<file path="src/rtl/writeback_ctrl.sv">
`default_nettype none
// ============================================================================
// writeback_ctrl
// Round-robin sharing of the register-file write port between ALU and LSU,
// plus a busy-register scoreboard that stalls issue on RAW/WAW hazards.
// Revision: 1.0
// ============================================================================
module writeback_ctrl #(
    parameter int DATA_WIDTH   = 32,
    parameter int NUM_REGISTER = 32,
    localparam int AW          = $clog2(NUM_REGISTER)
) (
    input  logic                    clk_i,
    input  logic                    rst_n_i,

    input  logic                    iss_valid_i,
    input  logic [AW-1:0]           iss_rd_addr_i,
    input  logic [AW-1:0]           iss_rs1_addr_i,
    input  logic [AW-1:0]           iss_rs2_addr_i,
    input  logic                    iss_uses_rs1_i,
    input  logic                    iss_uses_rs2_i,
    output logic                    iss_ready_o,

    input  logic                    alu_valid_i,
    input  logic [AW-1:0]           alu_rd_addr_i,
    input  logic [DATA_WIDTH-1:0]   alu_data_i,
    output logic                    alu_ready_o,

    input  logic                    lsu_valid_i,
    input  logic [AW-1:0]           lsu_rd_addr_i,
    input  logic [DATA_WIDTH-1:0]   lsu_data_i,
    output logic                    lsu_ready_o,

    output logic                    rf_we_o,
    output logic [AW-1:0]           rf_rd_addr_o,
    output logic [DATA_WIDTH-1:0]   rf_rd_o,
    output logic [NUM_REGISTER-1:0] busy_o
);

    typedef enum logic [0:0] {
        GRANT_ALU = 1'b0,
        GRANT_LSU = 1'b1
    } grant_e;

    grant_e                  last_grant_q;
    logic                    rf_we_q;
    logic [AW-1:0]           rf_rd_addr_q;
    logic [DATA_WIDTH-1:0]   rf_rd_q;
    logic [NUM_REGISTER-1:0] busy_q;
    logic [NUM_REGISTER-1:0] busy_d;

    logic                    w_alu_ready;
    logic                    w_lsu_ready;
    logic                    w_alu_xfer;
    logic                    w_lsu_xfer;
    logic [AW-1:0]           w_sel_addr;
    logic [DATA_WIDTH-1:0]   w_sel_data;
    logic                    w_wb_en;
    logic                    w_iss_ready;
    logic                    w_iss_set;

    // Grants depend on valids and the pointer only, so ready never waits on data.
    always_comb begin
        w_alu_ready = alu_valid_i && (!lsu_valid_i || (last_grant_q == GRANT_LSU));
        w_lsu_ready = lsu_valid_i && (!alu_valid_i || (last_grant_q == GRANT_ALU));
        w_alu_xfer  = alu_valid_i && w_alu_ready;
        w_lsu_xfer  = lsu_valid_i && w_lsu_ready;
        w_sel_addr  = w_alu_xfer ? alu_rd_addr_i : lsu_rd_addr_i;
        w_sel_data  = w_alu_xfer ? alu_data_i    : lsu_data_i;
        w_wb_en     = (w_alu_xfer || w_lsu_xfer) && (w_sel_addr != '0);
    end

    always_comb begin
        w_iss_ready = !(iss_uses_rs1_i && busy_q[iss_rs1_addr_i])
                   && !(iss_uses_rs2_i && busy_q[iss_rs2_addr_i])
                   && !busy_q[iss_rd_addr_i];
        w_iss_set   = iss_valid_i && w_iss_ready && (iss_rd_addr_i != '0);

        // Set is applied after clear: a new issue to the same register is the newer producer.
        busy_d = busy_q;
        if (rf_we_q) begin
            busy_d[rf_rd_addr_q] = 1'b0;
        end
        if (w_iss_set) begin
            busy_d[iss_rd_addr_i] = 1'b1;
        end
        busy_d[0] = 1'b0;
    end

    always_ff @(posedge clk_i or negedge rst_n_i) begin
        if (!rst_n_i) begin
            last_grant_q <= GRANT_LSU;
            rf_we_q      <= 1'b0;
            rf_rd_addr_q <= '0;
            rf_rd_q      <= '0;
            busy_q       <= '0;
        end else begin
            if (w_alu_xfer) begin
                last_grant_q <= GRANT_ALU;
            end else if (w_lsu_xfer) begin
                last_grant_q <= GRANT_LSU;
            end
            rf_we_q <= w_wb_en;
            if (w_wb_en) begin
                rf_rd_addr_q <= w_sel_addr;
                rf_rd_q      <= w_sel_data;
            end
            busy_q <= busy_d;
        end
    end

    assign iss_ready_o  = w_iss_ready;
    assign alu_ready_o  = w_alu_ready;
    assign lsu_ready_o  = w_lsu_ready;
    assign rf_we_o      = rf_we_q;
    assign rf_rd_addr_o = rf_rd_addr_q;
    assign rf_rd_o      = rf_rd_q;
    assign busy_o       = busy_q;

endmodule
`default_nettype wire

</file>
<file path="config.mk">
export PLATFORM = sky130hd
export DESIGN_NAME = writeback_ctrl
export DESIGN_NICKNAME = d
export VERILOG_FILES = /design/src/rtl/writeback_ctrl.sv
export SDC_FILE = /design/constraint.sdc
export NUM_CORES = 1
export LEC_CHECK = 0
export ABC_AREA = 1
export ABC_CLOCK_PERIOD_IN_PS = 3100
export CAP_MARGIN = 20
export CORE_UTILIZATION = 45
export CTS_CLUSTER_SIZE = 20
export DETAILED_ROUTE_END_ITERATION = 10
export GPL_ROUTABILITY_DRIVEN = 0
export MAX_ROUTING_LAYER = met4
export PLACE_DENSITY = 0.92
export SYNTH_ARGS = -nofsm -noshare
export SYNTH_HDL_FRONTEND = slang
export SYNTH_SLANG_ARGS = --single-unit
</file>
<file path="constraint.sdc">
create_clock -name clk_i -period 3.1 [get_ports clk_i]
set_clock_uncertainty 0.15 [all_clocks]
set_input_delay 0.775 -clock clk_i [delete_from_list [all_inputs] [get_ports clk_i]]
set_output_delay 0.775 -clock clk_i [all_outputs]
set_load 0.02 [all_outputs]
</file>
==> results.md, run 1 <==
- DR vias: between 5000 and 6000
- Final setup vio count: 0
- R2R Path End: rf_rd_o[9]
- TritonRoute pass-1 iters: 5
- Clock power share: 16.9%
- Worst Setup SP: iss_rs2_addr_i[1]
- Logic gate share of total power: approximately 48%
- Final wirelength: 15000 um
- WL per Instance: 14.4 um
- Residual DRC count: 0
- Largest net degree at the start of global routing: 71
- Peak VDD IR: 299 uV
- Setup TNS: 0 ns
- Die width: 103 um
- Leakage: 0.00337 uW
- Worst-margin pin slew: 0.649 ns
- Switch share: 42.5%
- Clk buf depth: 2
- Number of global-route vias before repair: 4876
- Crit start category: primary input
- Final Cycle Share: approximately 98%
- Hold_ws: roughly 0.28 ns
- Post-Synthesis Net Count: about 810
- Seq pwr share: 35.6%
- YS warnings: 0
- Core area: 0.00982 mm^2
- Synthesized cell area: 0.00459 mm^2
- CP Capture Point: iss_ready_o
- Commonest non-fill, non-tap cell in the layout: nand2_1
- Die area: 0.0106 mm^2
- Final setup margin: 0.0637 ns
- R2R depth: 10
- Clock sink count: 70
- Total of max-cap violations: 0
- P_sw: roughly 1900 uW
- Worst skew pair latency: around 0.34 ns
- Status: finished, final reports clean
- Top cell type's share of synthesized area: 37.6%
- DP Worst Slack: -0.664 ns
- Commonest cells after routing, fill and taps aside: nand2_1, clkdlybuf4s50_1, nand3_1, dfrtp_1, nor2_1
- Area Growth Syn to Fin: 48.4%
- Ant diodes: 0
- Share of layout cells above drive strength 1: roughly 11%
- ANT nets after route: 0
- Final min period: 3.04 ns
- Hold WC Path Type: in2async
- CP arrival: ~2.1 ns
- Clock slew at reported path FFs: 0.07 ns
- Final Hold Viols: 0
- WS Path Type: in2out
- Port bufs: 167
- Worst Setup End Kind: primary output
- Area leader, netlist: dfrtp_1
- Pwr Density: 667 mW/mm^2
- Register bit total from synthesis: 70
- Cell variety after synth: 31
- Sequential area share after synthesis: 38.2%
- Slew headroom: 56.7%
- Reg2reg setup slack: ~0.73 ns
- Area post-placement: between 0.006 and 0.007 mm^2
- Final HPWL DP: between 10000 and 15000 um
- Initial antenna violation count: 0
- Initial core utilization: between 40% and 50%
- 1st-iter DRT viols: just under 500
- Chip Height: 103 um
- Crit Path Max Fanout: 5
- Top Ports: around 170
- Clock root cell: clkbuf_8
- Fin nets: 1001
- Internal Pwr Total: 2620 uW
- Fillers: 782
- Final Slew Violations: 0
- Peak Freq: 0.329 GHz
- Gate Count Post-Synth: 717
- Core Rows: 36
- Grt ovf: 0
- TritonCTS buffer count: 9
- Total Power: 4550 uW
- Total track usage: a little under 30%
- Syn avg cell area: between 6 and 7 um^2
- Hold_buf cts: 0
- First-pass GRT wire length: 23100 um
- Fin area: 0.00681 mm^2
- Top cells by area, synth: dfrtp_1, nand2_1, nand3_1
- R2R Path Start: last_grant_q
- CTS H-tree lvls: 3
- CTS tree: done
- Crit path required time: ~2.2 ns
- Vias per std cell: 5.25
-- worst min-delay path by stage --
stage / to / cells after the start / start
after detailed placement: rf_rd_o[1] / 2 / rf_rd_o[1]
after global routing: busy_o[1] / 2 / rst_n_i
after CTS: busy_o[22] / 2 / rst_n_i
final: rf_rd_o[8] / 2 / rst_n_i
after global placement: rf_rd_o[7] / 2 / rf_rd_o[7]
after floorplan: busy_o[10] / 0 / rst_n_i
-- power by group through the flow --
| stage | combinational (uW) | clock, uW | sequential [uW] |
|---|---|---|---|
| after floorplan | 792 | 0 | 1830 |
| after global placement | 2080 | 0 | 1600 |
| after detailed placement | 2130 | 0 | 1600 |
| after CTS | 2140 | 786 | 1590 |
| after global routing | 2340 | 828 | 1650 |
| final | 2160 | 769 | 1620 |
-- final cells by class --
type,count,area [um^2],area share (%)
flip-flops and latches,70,1750,25.7
clock inverters,4,72.6,1.07
well taps,133,166,2.44
repair buffers,207,2010,29.5
multi-input cells,560,2460,36.1
clock buffers,11,131,1.93
inverters,57,219,3.21
-- through the flow --
step / util (%) / std cells
final: 69.4 / 1042
after CTS: 68.9 / 1040
after detailed placement: 66.5 / 1024
after global placement: 66.5 / 1024
after floorplan: - / 717
after global routing: 69.4 / 1042
-- sequential cells by signal, indices dropped and copies added (netlist names) --
signal,count
rf_rd_addr_o,5
rf_rd_o,32
busy_o,31
rf_we_o,1
last_grant_q,1
-- synth_stat cells, drive strengths merged --
master and number:
inv 57, clkbuf 4, mux2i 1, a21oi 7, o21ai 47, buf 26, nand4 4, nand3 93
nor2 56, nor3 8, nand2 339, or2 1, conb 1, o21a 1, dfstp 1, dfrtp 69
o211ai 2
-- worst max-delay path, stage by stage --
cell and delay (ns):
dlygate4sd2_1 0.28, buf_4 0.18, o211ai_1 0.10, nand3_1 0.14
nand3_1 0.11, nand2_1 0.06, nor2_2 0.16, nor2_4 0.05
nor2_4 0.12, buf_6 0.13
-- logic make-up (layout without fill, tap and decap cells) --
kind of cell / Yosys count / count (layout) / share of synthesized area, %
other: 1 / 1 / 0.0817
buffers and inverters: 87 / 279 / 9.29
flip-flops: 70 / 70 / 38.2
AO/OA/AOI/OAI: 57 / 57 / 6.54
AND/OR/NAND/NOR: 501 / 501 / 45.7
multiplexers: 1 / 1 / 0.218
-- metal layers --
metal	global-route usage (%)	part of all wire [%]	wire, um
met1	37.0	39	5880
met2	47.0	47	7010
met3	5.15	11	1670
met4	12.0	3.1	461
met5	-	0	0
-- what timing repair did --
item                                    in CTS  in global routing
gates resized for setup                     29                 20
pin swaps                                    2                  6
cloned                                       0                  1
hold endpoints to repair                     0                  0
buffers inserted                             1                  1
endpoints found under the setup margin       1                  1
No activity file was read; power rests on OpenSTA's default activity.
==> inputs of run 2 (changes only) <==
--- a/config.mk
+++ b/config.mk
@@ -14,6 +14,7 @@
 export GPL_ROUTABILITY_DRIVEN = 0
 export MAX_ROUTING_LAYER = met4
 export PLACE_DENSITY = 0.92
+export REMOVE_ABC_BUFFERS = 1
 export SYNTH_ARGS = -nofsm -noshare
 export SYNTH_HDL_FRONTEND = slang
 export SYNTH_SLANG_ARGS = --single-unit
==> run 2 against run 1 <==
Against the previous run: die area stayed put; largest cell class unchanged; wire length is 3.2% higher; final cell count stayed put; core utilization is 0.17 points lower; critical path type unchanged; critical endpoint is now alu_ready_o.
==> results.md, run 2 (synthesis gave the netlist of run 1 again) <==
- Clock slew at reported path FFs: 0.07 ns (about the same)
- Number of global-route vias before repair: 5098 (+4.6%)
- Final wirelength: 15500 um (+3.2%)
- Final Hold Viols: 0 (unchanged)
- Grt ovf: 0 (unchanged)
- Crit start category: primary input
- Final HPWL DP: 11700 um (+4.0%)
- Die area: 0.0106 mm^2 (unchanged)
- CP arrival: 2.16 ns (+0.05 ns)
- Ant diodes: 0 (unchanged)
- Commonest cells after routing, fill and taps aside: nand2_1, clkdlybuf4s50_1, nand3_1, dfrtp_1, nor2_1
- Status: finished, final reports clean
- Total Power: 4420 uW (-2.8%)
- RSZ-0062 raised after global routing: false
- Final setup vio count: 0 (unchanged)
- Hold WC Path Type: reg2reg
- WL per Instance: 14.9 um (+3.2%)
- Total of max-cap violations: 0 (unchanged)
- Core Rows: 36 (unchanged)
- Leakage: 0.00336 uW (-0.33%)
- Core area: 0.00982 mm^2 (unchanged)
- Peak VDD IR: 337 uV (+12%)
- Initial antenna violation count: 0 (unchanged)
- Crit path required time: 2.17 ns (about the same)
- DP Worst Slack: -0.714 ns (-0.0498 ns)
- ANT nets after route: 0 (unchanged)
- Clock root cell: clkbuf_8
- Commonest non-fill, non-tap cell in the layout: nand2_1
- 1st-iter DRT viols: 357 (-27%)
- Top Ports: 169 (unchanged)
- Final Slew Violations: 0 (unchanged)
- CTS tree: done
- Port bufs: 167 (unchanged)
- Chip Height: 103 um (unchanged)
- Area Growth Syn to Fin: 48.1%
- Die width: 103 um (unchanged)
- Pwr Density: 650 mW/mm^2 (-2.6%)
- Vias per std cell: 5.32 (+1.4%)
- Largest net degree at the start of global routing: 41 (-42%)
- Fin nets: 1000 (-0.10%)
- Total track usage: 31.5% (+2.1 points)
- Slew headroom: 49.4% (-7.3 points)
- Crit Path Max Fanout: 3 (-2)
- First-pass GRT wire length: 24600 um (+6.2%)
- TritonCTS buffer count: 9 (unchanged)
- Worst-margin pin slew: 0.759 ns (+0.110 ns)
- CTS H-tree lvls: 3 (unchanged)
- Share of layout cells above drive strength 1: 11.3% (+0.44 points)
- Peak Freq: 0.324 GHz (-1.5%)
- Largest register FFs: 32 (unchanged)
- Worst skew pair latency: 0.33 ns (about the same)
- TritonRoute pass-1 iters: 8 (+3)
- Clk buf depth: 2 (unchanged)
- DR vias: 5544 (+1.4%)
- Initial core utilization: 46.8% (unchanged)
- Final min period: 3.08 ns (+0.0476 ns)
- Clock sink count: 70 (unchanged)
- Final Cycle Share: 99.5% (+1.5 points)
- Worst Setup End Kind: primary output
- Residual DRC count: 0 (unchanged)
- Final setup margin: 0.0161 ns (-0.0476 ns)
- Fillers: 844 (+7.9%)
- WS Path Type: in2out
[run 2: worst paths after layout]
path                           endpoint  slack, ns    startpoint  depth (start not counted)
setup / recovery            alu_ready_o       0.02   lsu_valid_i                          5
max in group asynchronous  last_grant_q       1.77       rst_n_i                          2
hold reg to reg              rf_rd_o[2]       0.33    rf_rd_o[2]                          2
setup reg to reg            rf_rd_o[16]       0.90  last_grant_q                          8
min in group asynchronous    busy_o[27]       0.35       rst_n_i                          1
hold / removal               rf_rd_o[2]       0.33    rf_rd_o[2]                          2
[run 2: layout make-up]
class,count,area (um^2),share of cell area [%]
multi-input combinational,560,2460,36.3
timing repair buffer,206,2010,29.5
clock inverter,3,20.0,0.294
clock buffer,13,159,2.34
tap,133,166,2.45
sequential,70,1750,25.8
inverter,57,226,3.33
[run 2: timing repair]
action                                  4_1_cts  5_1_grt
cloned                                        2        0
endpoints found under the setup margin        1        6
setup buffers                                 0        0
hold buffers                                  0        0
gates resized for setup                      41       25
pin swaps                                     5        9
[run 2: power breakdown]
group          leakage, uW  total [uW]  switching (uW)  internal (uW)
clock            0.0000857         659             325            334
sequential        0.000835        1630             425           1210
combinational      0.00244        2130            1170            957
total              0.00336        4420            1920           2500
[run 2: routing by layer]
layer / global-route usage [%] / wire, um
met3: 6.98 / 1590
met4: 15.0 / 606
met2: 51.2 / 7510
met5: - / 0
met1: 37.1 / 5780
[run 2: metrics by stage]
step	util, %	instance area (um^2)	std cells	TNS [ns]	hold slack [ns]
after global routing	69.2	6800	1042	0	0.351
after global placement	66.5	6530	1024	-3.37	0.311
after floorplan	-	4380	687	-21.06	0.329
final	69.2	6800	1042	0	0.332
after CTS	69.1	6790	1042	0	0.334
after detailed placement	66.5	6530	1024	-5.13	0.315
[run 2: worst max-delay path, stage by stage]
cell	delay, ns
clkdlybuf4s50_1	0.48
inv_1	0.07
o21ai_2	0.17
inv_2	0.06
clkdlybuf4s50_1	0.60
